--- config.mk ---
export PLATFORM = sky130hd
export DESIGN_NAME = cpu_trace_buffer
export DESIGN_NICKNAME = d
export VERILOG_FILES = /design/src/rtl/cpu_trace_buffer.sv
export SDC_FILE = /design/constraint.sdc
export NUM_CORES = 2
export LEC_CHECK = 0
export CORE_MARGIN = 1.5
export CORE_UTILIZATION = 40
export CTS_BUF_LIST = sky130_fd_sc_hd__clkbuf_4 sky130_fd_sc_hd__clkbuf_8
export CTS_CLUSTER_DIAMETER = 80
export DETAILED_ROUTE_END_ITERATION = 6
export PLACE_DENSITY_LB_ADDON = 0.2
export SYNTH_ARGS = -nofsm -noshare
export SYNTH_HDL_FRONTEND = slang
export SYNTH_SLANG_ARGS = --single-unit
--- constraint.sdc ---
create_clock -name clk -period 9.96 [get_ports clk]
set_input_delay 1.992 -clock clk [delete_from_list [all_inputs] [get_ports clk]]
set_output_delay 1.992 -clock clk [all_outputs]
set_load 0.1 [all_outputs]
--- src/rtl/cpu_trace_buffer.sv ---
// Instruction-trace capture: snoops fetches into a circular RAM, freezes on a trigger with a
// pre/post window, then replays oldest-first. Define TRACE_CYCLE_STAMP_EN to add a cycle stamp.
module cpu_trace_buffer #(
    parameter int unsigned DEPTH     = 64,
    parameter int unsigned POST_TRIG = 32,
    parameter int unsigned AW        = $clog2(DEPTH)
) (
    input  logic          clk,
    input  logic          rst,
    input  logic          arm,
    input  logic          force_trig,
    input  logic          trig_en,
    input  logic [15:0]   trig_pc,
    input  logic          trace_valid,
    input  logic [15:0]   trace_pc,
    input  logic [7:0]    trace_ir,
    input  logic [15:0]   trace_sp,
    input  logic [3:0]    trace_flags,
    input  logic          rd_en,
    output logic          rd_valid,
`ifdef TRACE_CYCLE_STAMP_EN
    output logic [75:0]   rd_data,
`else
    output logic [43:0]   rd_data,
`endif
    output logic [1:0]    state,
    output logic [AW:0]   entries,
    output logic          done
);

    localparam int unsigned ENTRY_W = $bits(rd_data);

    typedef enum logic [1:0] {
        StIdle  = 2'd0,
        StArmed = 2'd1,
        StPost  = 2'd2,
        StDone  = 2'd3
    } state_e;

    state_e             state_q, state_d;
    logic [AW-1:0]      wr_ptr_q, wr_ptr_d;
    logic [AW-1:0]      post_cnt_q, post_cnt_d;
    logic [AW:0]        entries_q, entries_d;
    logic [AW-1:0]      rd_ptr;
    logic               capturing, wr_fire, rd_fire, trig_hit, entries_full;
    logic [ENTRY_W-1:0] wr_entry;
    logic [ENTRY_W-1:0] mem [DEPTH];

    assign capturing    = (state_q == StArmed) || (state_q == StPost);
    assign wr_fire      = !arm && capturing && trace_valid;
    assign rd_fire      = !arm && (state_q == StDone) && rd_en && (entries_q != '0);
    assign trig_hit     = (trig_en && trace_valid && (trace_pc == trig_pc)) || force_trig;
    assign entries_full = (entries_q == (AW+1)'(DEPTH));
    // Oldest valid entry; advances automatically as reads decrement entries.
    assign rd_ptr       = wr_ptr_q - entries_q[AW-1:0];

`ifdef TRACE_CYCLE_STAMP_EN
    logic [31:0] stamp_q;

    always_ff @(posedge clk or negedge rst) begin
        if (!rst) begin
            stamp_q <= '0;
        end else if (arm) begin
            stamp_q <= '0;
        end else begin
            stamp_q <= stamp_q + 32'd1;
        end
    end

    assign wr_entry = {stamp_q, trace_pc, trace_ir, trace_sp, trace_flags};
`else
    assign wr_entry = {trace_pc, trace_ir, trace_sp, trace_flags};
`endif

    always_ff @(posedge clk or negedge rst) begin
        if (!rst) begin
            state_q    <= StIdle;
            wr_ptr_q   <= '0;
            post_cnt_q <= '0;
            entries_q  <= '0;
        end else begin
            state_q    <= state_d;
            wr_ptr_q   <= wr_ptr_d;
            post_cnt_q <= post_cnt_d;
            entries_q  <= entries_d;
        end
    end

    always_comb begin
        state_d    = state_q;
        wr_ptr_d   = wr_ptr_q;
        post_cnt_d = post_cnt_q;
        entries_d  = entries_q;
        if (arm) begin
            state_d    = StArmed;
            wr_ptr_d   = '0;
            post_cnt_d = '0;
            entries_d  = '0;
        end else begin
            if (wr_fire) begin
                wr_ptr_d = wr_ptr_q + AW'(1);
                if (!entries_full) begin
                    entries_d = entries_q + (AW+1)'(1);
                end
            end
            if (rd_fire) begin
                entries_d = entries_q - (AW+1)'(1);
            end
            unique case (state_q)
                StArmed: begin
                    if (trig_hit) begin
                        if (POST_TRIG == 0) begin
                            state_d = StDone;
                        end else begin
                            state_d    = StPost;
                            post_cnt_d = AW'(POST_TRIG);
                        end
                    end
                end
                StPost: begin
                    if (trace_valid) begin
                        post_cnt_d = post_cnt_q - AW'(1);
                        if (post_cnt_q == AW'(1)) begin
                            state_d = StDone;
                        end
                    end
                end
                default: ;
            endcase
        end
    end

    always_comb begin
        state = state_q;
        done  = (state_q == StDone);
    end

    assign entries = entries_q;

    // Plain write port, no reset, so the array maps onto block RAM.
    always_ff @(posedge clk) begin
        if (wr_fire) begin
            mem[wr_ptr_q] <= wr_entry;
        end
    end

    always_ff @(posedge clk or negedge rst) begin
        if (!rst) begin
            rd_valid <= 1'b0;
            rd_data  <= '0;
        end else begin
            rd_valid <= rd_fire;
            if (rd_fire) begin
                rd_data <= mem[rd_ptr];
            end
        end
    end

endmodule

==> flow_summary.ini <==
[outcome]
outcome = complete, but fails checks
violations = max-capacitance violations

[pwr]
power.total_mw = 44.3
comb_power_share = 0.464
clkPwrFrac = 0.227
p_int_mw = 27.5
p_leak_nw = 40.5
cellPowerDensity_nw_per_um2 = 351
irDropWorstVdd_mv = 0.614
p_switching_mw = 16.8
p_sw_frac = 0.380
seq_power_share = 0.309

[global_routing]
grtUsageMet3 = 0.0423
track_usage = 0.215
antenna_found_initial = 29
grt_first_pass_wirelength_um = 424000
grt_pass1_vias = 55700
grt_busiest_layer = met2
grt_max_degree = 129
met2_usage = 0.342
met1_usage = 0.303
grt-ovfl-total = 0

[clock_network]
ctsResizeCount = 0
clock_path_buffers = 4
postCtsHoldBufs = 0
clkTransAtPathRegs_ps = 60
cts-buffers-inserted = 472
cts-root-buf = clkbuf_8
clock_latency_ps = 1120
clock_sinks = 2882
post_cts_buffers = 0
cts_max_level = 5
tritoncts = built

[place]
globalplace.congestion = 0.798
portBuffers = 121
dp_hpwl_um = 159000
place_ws_ps = 4050

[yosys]
syn-mean-instance-area_um2 = 22.4
synth_cell_types = 48
synth_fp_nets = 5016
synthArstFlopShare = 0.0229
syn_inst = 4931
synth_flop_cell = edfxtp_1
yosys_warnings = 0
ys_seq_elements = 2882
synth_area_um2 = 111000
yosysTopAreaCell = edfxtp_1
synthTopCellsByArea = edfxtp_1 (76%), mux4_2 (14%), mux2i_1 (2.4%)
yosysMostFrequentCell = edfxtp_1
synth_common_cells = edfxtp_1 (2,816), mux4_2 (704), mux2i_1 (263)
synth_top_area_share = 0.765
ys_seq_area_frac = 0.780
synth-edff-count = 2816

[timing]
skew_ps = 89.7
period_share = 0.532
setup_violations = 0
setup-tns-final_ps = 0
rsz0062_at_grt = no
relSlewSlack = 0.00249
finalCriticalPeriod_ps = 5300
finalHoldViolCount = 0
layout_setup_ws_ps = 4660
whs_ps = 559
drv_slew = 0
fmax_ghz = 0.189
max_slew.worst_pin.slew_ps = 1490

[layout]
fin_nets = 5502
area_growth_pct = 14.1
layout-drive-gt1-share = 0.301

[floorplanning]
die_area_um2 = 280000
die_h_um = 529
fp.coreArea_um2 = 274000
initial_utilization = 0.403
io_pins = 122
fp-row-count = 192
die_width_um = 529

[route]
routed_via_density = 5.66
wirelength_um = 302000
via_count = 53700
firstDrtPassIters = 5
drc = 0
detail-route-antenna-nets = 0
drt-wirelength-per-cell_um = 31.8
drt_iter0_drc = 5718

[worst_setup_path]
cpMostUsedCell = buf_4
worstPathArrival_ps = 6330
r2r_setup_slack_ps = 4660
path_cells = inv_1 -> ha_4 -> fa_4 -> buf_4 -> buf_4 -> mux4_2 -> nand2_1 -> a311oi_1 -> o21ai_0 -> buf_4 -> nand2_1
endpoint_kind = flip-flop
worstSetupStartpointType = flip-flop
required_ps = 10990
crit_fanout = 38
max_stage_delay_ps = 1220
crit_family = buffers and inverters
crit_slowest_cell = fa_4
critical_path_class = flip-flop to flip-flop
cp_num_buf_inv = 4

[flow_run]
max_cap_violations = 2

[hold_path]
min_path_type = flip-flop to flip-flop
## metrics by stage
| step | instances | utilization | area [um^2] |
|---|---|---|---|
| after floorplan | 4931 | - | 111000 |
| after global placement | 8627 | 0.426 | 117000 |
| after detailed placement | 8629 | 0.426 | 117000 |
| after CTS | 9471 | 0.460 | 126000 |
| after global routing | 9479 | 0.460 | 126000 |
| final | 9483 | 0.460 | 126000 |
## state kept, by name, indices dropped and copies added (netlist names)
signal	cells
state	2
rd_valid	1
wr_ptr_q	6
post_cnt_q	6
entries	7
rd_data	44
mem	2816
## placed cells by master (no fill, tap or decap), types with 5 or more instances in the layout
cell type | synthesis | routed
nand3_1 | 15 | 13
dfrtp_1 | 66 | 66
nand2_1 | 250 | 250
nand3b_1 | 5 | 5
mux4_2 | 704 | 704
mux2i_1 | 263 | 262
nor2_1 | 94 | 26
diode_2 | 0 | 12
edfxtp_1 | 2816 | 2816
clkbuf_4 | 0 | 173
nand4_1 | 10 | 10
clkinv_1 | 0 | 107
buf_12 | 0 | 12
a32oi_1 | 45 | 45
o21ai_0 | 44 | 39
ha_1 | 16 | 15
a311oi_1 | 45 | 35
buf_2 | 109 | 44
bufinv_16 | 0 | 7
clkinv_2 | 0 | 45
clkdlybuf4s50_1 | 0 | 76
o22ai_1 | 44 | 44
a22oi_1 | 86 | 86
and3_1 | 47 | 47
clkbuf_8 | 0 | 500
nor2_4 | 0 | 68
xor2_1 | 8 | 6
buf_4 | 5 | 150
nand2b_1 | 5 | 5
a311oi_2 | 0 | 10
xnor2_1 | 21 | 21
o21ai_1 | 6 | 10
a21oi_1 | 16 | 16
inv_1 | 15 | 15
## layout make-up
class	count	area (um^2)
timing repair buffer	282	2350
inverter	16	60.1
clock inverter	169	946
sequential	2882	86200
fill	23000	148000
tap	3686	4610
clock buffer	673	8180
antenna	12	30.0
multi-input combinational	1763	23800
## final timing paths
| check | start | endpoint | cells after the start |
|---|---|---|---|
| min reg2reg | post_cnt_q[1]$_DFFE_PN0P_ | post_cnt_q[1]$_DFFE_PN0P_ | 2 |
| max reg2reg | wr_ptr_q[0]$_DFFE_PN0P_ | rd_data[1]$_DFFE_PN0P_ | 11 |
| max in group asynchronous | rst | rd_data[9]$_DFFE_PN0P_ | 2 |
| max | wr_ptr_q[0]$_DFFE_PN0P_ | rd_data[1]$_DFFE_PN0P_ | 11 |
| min in group asynchronous | rst | rd_data[11]$_DFFE_PN0P_ | 1 |
| min | post_cnt_q[1]$_DFFE_PN0P_ | post_cnt_q[1]$_DFFE_PN0P_ | 2 |
## power groups by stage
stage	Combinational, mW	Sequential [mW]	Clock [mW]
after floorplan	13.5	14.5	0
after global placement	20.9	14.0	0
after detailed placement	20.9	14.0	0
after CTS	20.9	13.7	10.3
after global routing	21.8	13.7	10.8
final	20.5	13.7	10.0
## cells by family (layout without fill, tap and decap cells)
kind of cell / count (synthesis) / count (layout) / share of synthesized area
buffers and inverters: 286 / 1140 / 0.0111
and+or+nand+nor: 448 / 448 / 0.0175
adders and majority gates: 18 / 18 / 0.00217
xor gates and xnor gates: 32 / 32 / 0.00274
AOI/OAI and AO/OA: 297 / 297 / 0.0192
DFF: 2882 / 2882 / 0.780
muxes: 968 / 968 / 0.167
other: 0 / 12 / 0
## metal layers
metal / wire length [um] / up-vias
met5: 12 / -
met4: 8210 / 2
met1: 128000 / 29200
met2: 143000 / 2082
li1: - / 21900
met3: 22600 / 472
## worst min-delay path, cell delays in order, from the launching register on
cell and delay (ps):
dfrtp_1 390, nand2b_1 80, a21oi_1 50
Power figures use the tool's default switching activity.
